$ cat src/rtl/gb_lcd_capture.sv
// Game Boy LCD stream capture: turns vs/hs/valid pixel traffic into addressed
// frame-buffer write requests, buffered in a small req/ack FIFO, with geometry checks.
module gb_lcd_capture #(
  parameter int unsigned H_ACTIVE    = 160,
  parameter int unsigned V_ACTIVE    = 144,
  parameter logic [22:0] BASE_ADDR   = 23'h010000,
  parameter int unsigned LINE_STRIDE = 320,
  parameter int unsigned FIFO_DEPTH  = 4
) (
  input  logic        hclk,
  input  logic        reset,
  input  logic [14:0] color_pixel,
  input  logic        vs,
  input  logic        hs,
  input  logic        valid,
  output logic        wr_req,
  output logic [22:0] wr_addr,
  output logic [15:0] wr_data,
  input  logic        wr_ack,
  output logic        new_line,
  output logic        frame_done,
  output logic        overflow_err,
  output logic        geom_err,
  input  logic        clr_err
);
  localparam int unsigned PW = $clog2(H_ACTIVE + 1);
  localparam int unsigned LW = $clog2(V_ACTIVE + 1);
  localparam int unsigned AW = $clog2(FIFO_DEPTH);
  localparam int unsigned CW = AW + 1;
  localparam logic [22:0] STRIDE = 23'(LINE_STRIDE);

  typedef enum logic {SYNC, ACTIVE} state_t;

  state_t        state;
  logic          vs_d, hs_d;
  logic [PW-1:0] pix_cnt;
  logic [LW-1:0] line_cnt;
  logic [22:0]   line_base;
  logic [38:0]   mem [FIFO_DEPTH];
  logic [AW-1:0] wr_ptr, rd_ptr;
  logic [CW-1:0] count;

  logic        vs_rise, hs_fall, active, pixel_slot, push_try, push, pop, full;
  logic        ovf_ev, geom_ev;
  logic [22:0] pix_addr;

  // vs edge outranks hs edge, which outranks a pixel in the same cycle
  always_comb begin
    vs_rise    = vs & ~vs_d;
    hs_fall    = hs_d & ~hs;
    active     = (state == ACTIVE);
    pixel_slot = active & ~vs_rise & ~hs_fall & valid & (line_cnt < LW'(V_ACTIVE));
    push_try   = pixel_slot & (pix_cnt < PW'(H_ACTIVE));
    pop        = wr_req & wr_ack;
    full       = (count == CW'(FIFO_DEPTH));
    push       = push_try & (~full | pop);
    ovf_ev     = push_try & full & ~pop;
    geom_ev    = (pixel_slot & (pix_cnt >= PW'(H_ACTIVE)))
               | (active & ~vs_rise & hs_fall & (pix_cnt != '0) & (pix_cnt != PW'(H_ACTIVE)));
    pix_addr   = line_base + 23'({pix_cnt, 1'b0});
  end

  assign wr_req  = (count != '0);
  assign wr_addr = mem[rd_ptr][38:16];
  assign wr_data = mem[rd_ptr][15:0];

  always_ff @(posedge hclk or posedge reset) begin
    if (reset) begin
      state        <= SYNC;
      vs_d         <= 1'b0;
      hs_d         <= 1'b0;
      pix_cnt      <= '0;
      line_cnt     <= '0;
      line_base    <= BASE_ADDR;
      new_line     <= 1'b0;
      frame_done   <= 1'b0;
      overflow_err <= 1'b0;
      geom_err     <= 1'b0;
    end else begin
      vs_d         <= vs;
      hs_d         <= hs;
      new_line     <= 1'b0;
      frame_done   <= 1'b0;
      overflow_err <= (overflow_err & ~clr_err) | ovf_ev;
      geom_err     <= (geom_err & ~clr_err) | geom_ev;
      case (state)
        SYNC: begin
          if (vs_rise) begin
            state     <= ACTIVE;
            pix_cnt   <= '0;
            line_cnt  <= '0;
            line_base <= BASE_ADDR;
          end
        end
        ACTIVE: begin
          if (vs_rise) begin
            frame_done <= (line_cnt == LW'(V_ACTIVE));
            pix_cnt    <= '0;
            line_cnt   <= '0;
            line_base  <= BASE_ADDR;
          end else if (hs_fall) begin
            if (pix_cnt != '0) begin
              pix_cnt   <= '0;
              if (line_cnt < LW'(V_ACTIVE)) line_cnt <= line_cnt + LW'(1);
              line_base <= line_base + STRIDE;
              new_line  <= 1'b1;
            end
          end else if (push_try) begin
            // advances even when the FIFO drops the pixel, keeping later addresses aligned
            pix_cnt <= pix_cnt + PW'(1);
          end
        end
        default: state <= SYNC;
      endcase
    end
  end

  always_ff @(posedge hclk or posedge reset) begin
    if (reset) begin
      for (int unsigned i = 0; i < FIFO_DEPTH; i++) mem[i] <= '0;
      wr_ptr <= '0;
      rd_ptr <= '0;
      count  <= '0;
    end else begin
      if (push) begin
        mem[wr_ptr] <= {pix_addr, 1'b0, color_pixel};
        wr_ptr      <= wr_ptr + AW'(1);
      end
      if (pop) rd_ptr <= rd_ptr + AW'(1);
      if (push && !pop)      count <= count + CW'(1);
      else if (pop && !push) count <= count - CW'(1);
    end
  end
endmodule
$ cat config.mk
export PLATFORM = sky130hd
export DESIGN_NAME = gb_lcd_capture
export DESIGN_NICKNAME = d
export VERILOG_FILES = /design/src/rtl/gb_lcd_capture.sv
export SDC_FILE = /design/constraint.sdc
export NUM_CORES = 1
export LEC_CHECK = 0
export CAP_MARGIN = 5
export CORE_MARGIN = 2
export CORE_UTILIZATION = 60
export CTS_BUF_LIST = sky130_fd_sc_hd__clkbuf_2 sky130_fd_sc_hd__clkbuf_4 sky130_fd_sc_hd__clkbuf_8
export DETAILED_ROUTE_END_ITERATION = 10
export DONT_BUFFER_PORTS = 1
export PLACE_DENSITY = 0.79
export SLEW_MARGIN = 30
export SYNTH_ARGS = -nofsm -noshare
export SYNTH_HDL_FRONTEND = slang
export SYNTH_SLANG_ARGS = --single-unit
$ cat constraint.sdc
create_clock -name hclk -period 6.5 [get_ports hclk]
set_clock_uncertainty 0.15 [all_clocks]
set_input_delay 0.65 -clock hclk [delete_from_list [all_inputs] [get_ports hclk]]
set_output_delay 0.65 -clock hclk [all_outputs]
set_load 0.01 [all_outputs]
Word-level counts from Yosys, hierarchy flattened
Index checks and enable logic that the tools add are counted.
Cells by class
  add/subtract/negate cells: 8
  mux-type cells: 32
  order comparisons: 6
  bitwise gates (word level): 31
  reductions and logical operators: 11
  equality and inequality tests: 9
Operators by type and width (number)
  156-bit bitwise mux: 1
  39-bit 2-to-1 mux: 3
  23-bit 2-to-1 mux: 4
  39-bit binary-select mux with 2-bit select: 1
  39-bit demux with 2-bit select: 1
  8-bit 2-to-1 mux: 9
  23-bit one-hot mux with 2 select lines: 1
  8-bit one-hot mux with 2 select lines: 2
  23-bit by 9-bit adder with 23-bit output: 1
  23-bit by 9-bit adder with 23-bit output, second input constant: 1
  1-bit bitwise AND: 17
  8-bit by 1-bit adder with 8-bit output, second input constant: 2
  8-bit less-than comparator, second input constant: 2
  3-bit by 1-bit inequality test with 1-bit output, second input constant: 3
  8-bit equality test, second input constant: 1
  8-bit >= comparator, second input constant: 1
  1-bit 2-to-1 mux: 8
  8-bit inequality test, second input constant: 1
  1-bit inverter: 8
  8-bit nonzero test: 1
  3-bit >= comparator, second input constant: 2
  3-bit 2-to-1 mux: 2
  2-bit inverter with 3-bit output: 2
  3-bit AND reduction: 2
  14 further kinds: 21
Word-level totals
  output and inout port bits: 44
  flip-flop bits (word level): 209

Logic depth before layout (Yosys ltp)
  depth after elaboration: 13
  depth in mapped cells: 11

Worst setup path before layout
Ideal clock, no wire load.
  path kind: input port to flip-flop
  start: input port hs
  end: register count[2]
  stages on the path: 11
  buffers on the path: 2
  slack: 3.847 ns
  setup time: 0.079 ns
  required time: 6.271 ns
  arrival time: 2.423 ns
  path through: nand2b_1 and3_1 clkbuf_1 and3_1 clkbuf_1 ha_1 inv_1 fa_1 xor2_1 nor2_1 xor2_1
Between the ends
  longest elaborated chain between the ends: 11
RTL lines
  start, declared: line 14  | input logic hs,
  1-bit inverter (*): line 50  | hs_fall = hs_d & ~hs;
  1-bit bitwise AND (*): line 50
  1-bit inverter (*): line 52  | pixel_slot = active & ~vs_rise & ~hs_fall & valid & (line_cnt < LW'(V_ACTIVE));
  1-bit bitwise AND (*) (3 in a row): line 52
  1-bit bitwise AND (*): line 53  | push_try = pixel_slot & (pix_cnt < PW'(H_ACTIVE));
  1-bit bitwise AND (*): line 56  | push = push_try & (~full | pop);
  named net push: line 43  | logic vs_rise, hs_fall, active, pixel_slot, push_try, push, pop, full;
  1-bit logical NOT: line 131  | else if (pop && !push) count <= count - CW'(1);
  1-bit logical AND: line 131
  2-bit nonzero test (no source line)
  end signal, assigned: line 130  | if (push && !pop) count <= count + CW'(1);
  end signal, assigned: line 131
  end, declared: line 41  | logic [CW-1:0] count;
Mark *: on every way through the listed nets, which the timed path passes. The rest lies on a longest branch.
A chain may end at the register's enable or synchronous reset.

Worst setup path in the final report
  start: register rd_ptr[1]
  end: output port wr_addr[12]
Between the ends
  longest elaborated chain between the ends: 4
RTL lines
  start, declared: line 40  | logic [AW-1:0] wr_ptr, rd_ptr;
  start signal, assigned: line 129  | if (pop) rd_ptr <= rd_ptr + AW'(1);
  2-bit inverter with 3-bit output (not written as such): line 64  | assign wr_addr = mem[rd_ptr][38:16];
  39-bit binary-select mux with 2-bit select: line 64
  39-bit 2-to-1 mux (2 in a row)
  end, declared: line 17  | output logic [22:0] wr_addr,
No other way between the ends. The select of a mux whose other input is x is not followed.

==> reports/results.ini <==
[floorplanning]
ios=66
num_rows=46
initial_utilization_pct=61.43
core-area_um2=15940
dieArea_um2=17360
fp.dieH_um=131.8
die_w_um=131.8

[sta]
fmax_mhz=319.5
final.period_utilization_pct=48.16
worstMarginPinSlew_ns=0.8260
rsz0062_at_grt=no
relSlewSlack_pct=44.94
timing.final.hold_violations=0
slew_violations=0
finalSetupViolCount=0
fin_ws_ns=3.370
whs_ns=0.03904
setup_tns_ns=0
period_needed_ns=3.130

[min_path]
hp-start=hs
worstHoldPathType=input pin to flip-flop

[clock_tree]
cts_buffers=17
cts.sinks=195
cts.clk_slew.worst_paths_ns=0.09
cts_tree=done
cts_root_buf=clkbuf_8
htree_levels=4
clk_latency_ns=0.48
cts.path.max_buffers=2

[power_and_ir_drop]
p_leak_nw=4.434
ir_worst_vdd_mv=0.1879
total_power_mw=4.142
power.density_nw_per_um2=410.2

[routing]
ant_nets=0
post_drt_wl_per_cell_um=21.03
drt_iter0_markers=348
route.detailed.drc=0
via_per_inst=6.011
dr_wl_met3_um=870
wl_met2_um=8916
vias=5332
highest_layer=met4
wl_met1_um=8536
drt_first_pass_iters=4
routed_wl_um=18650

[global_route]
grt-ovfl-total=0
grt_pass1_vias=5744
grt_max_degree=130
grt_antenna_before_repair=0
grt_use_total_pct=23.07
grt_pass1_wl_um=31570

[final_layout]
antenna_cells=0
stdcell_count=887
final_util_pct=63.34
stdcell_area_um2=10100
drive_gt1_share_pct=33.53
fillers=1132
seq_area_um2=4886
multi_input_area_um2=4457
layout.nets=695
syn_to_final_growth_pct=3.104

[synth]
synth_commonest_cells=194 x dfrtp_1, 120 x mux2_4, 53 x nor2_1
yosysWarningCount=0
synth_area_leaders=dfrtp_1 50%, mux2_4 18%, mux4_2 8.5%, buf_12 2.5%, xnor2_1 2.1%
yosysMostFrequentCell=dfrtp_1
ys_types=55
ys_seq_area_share_pct=49.83
ys.flop_type=dfrtp_1
synth_seq_cells=195
synth_top_area_share_pct=49.57
syn_area_um2=9794
synthCells=676
synthArstFlopShare_pct=100.0
avgSynthCellArea_um2=14.49
synth_edf_count=0
yosysTopAreaCell=dfrtp_1

[placement]
port_buffers=0
dp_worst_setup_slack_ns=3.474
hpwlAfterDp_um=11970
routabilityCongestion=0.8331
postPlaceCellArea_um2=9708
dp_cells=855

[critical_path]
crit_arrival_ns=2.33
cp_max_fo=27
crit_required_ns=5.70
worstSetupStartpointType=flip-flop
r2r-start=line_cnt[5]
path_class=flip-flop to primary output
startpoint=rd_ptr[1]
crit_path_end_kind=primary output

[run_status]
status=complete, no violations

[run]
maxCapViolCount=0

==> metal layers <==
metal	GRT usage [%]	vias up
met5	0	-
met2	35.86	120
met4	7.428	0
met3	6.036	31
met1	32.22	2803
li1	-	2378
==> state kept, by name, summed over array words and instances, names as in the netlist <==
name,count
count,3
overflow_err,1
frame_done,1
active,1
wr_ptr,2
rd_ptr,2
line_cnt,8
hs_d,1
mem,148
pix_cnt,8
vs_d,1
geom_err,1
line_base,17
new_line,1
==> layout by cell type (no fill, tap or decap), types with 10 or more instances in the layout <==
cell and instances:
xnor2_1 24, clkbuf_8 17, mux4_2 37, nand4_1 12, xor2_1 19, ha_1 13, a21oi_1 31, nor2_1 53
nand2_1 21, mux2_4 120, o21ai_0 10, nand3_1 15, dfrtp_1 192
==> critical path, stage by stage (launching register included) <==
cell and delay (ns):
dfrtp_2 0.61, buf_4 0.55, mux4_2 0.68
==> worst paths after layout <==
kind / endpoint / slack (ns) / cells past startpoint
worst max-delay path: wr_addr[12] / 3.37 / 2
worst min-delay path: hs_d / 0.04 / 0
worst max register to register: mem[154] / 3.59 / 5
worst min register to register: count[2] / 0.35 / 1
max in group asynchronous: rd_ptr[0] / 4.16 / 3
min in group asynchronous: mem[52] / 0.64 / 2
==> layout make-up <==
cell class / instances / share of cell area [%]
clock buffer: 18 / 2.391
tap: 216 / 2.676
multi-input combinational: 428 / 44.13
timing repair buffer: 7 / 0.5452
inverter: 10 / 0.4956
sequential: 195 / 48.38
clock inverter: 13 / 1.375
==> power by group <==
part,leakage (nW),switching (mW),total [mW],internal (mW)
sequential,2.49,0.328,1.93,1.60
combinational,1.76,0.607,1.45,0.840
clock,0.180,0.425,0.767,0.342
==> cells by family after synthesis <==
kind of cell             share of synthesized area [%]
flip-flops                                       49.83
multiplexers                                     27.94
AND/OR/NAND/NOR                                  7.396
AO/OA/AOI/OAI                                    4.254
buffers and inverters                            4.829
XOR/XNOR                                         3.845
adder cells (fa/ha/maj)                          1.865
other                                          0.03829
==> what timing repair did <==
action                                 in CTS  in global routing
buffers inserted                            0                  0
gates resized for setup                     0                  0
hold buffers                                1                  0
endpoints found under the hold margin     128                  0
(Power assumes the default switching activity.)
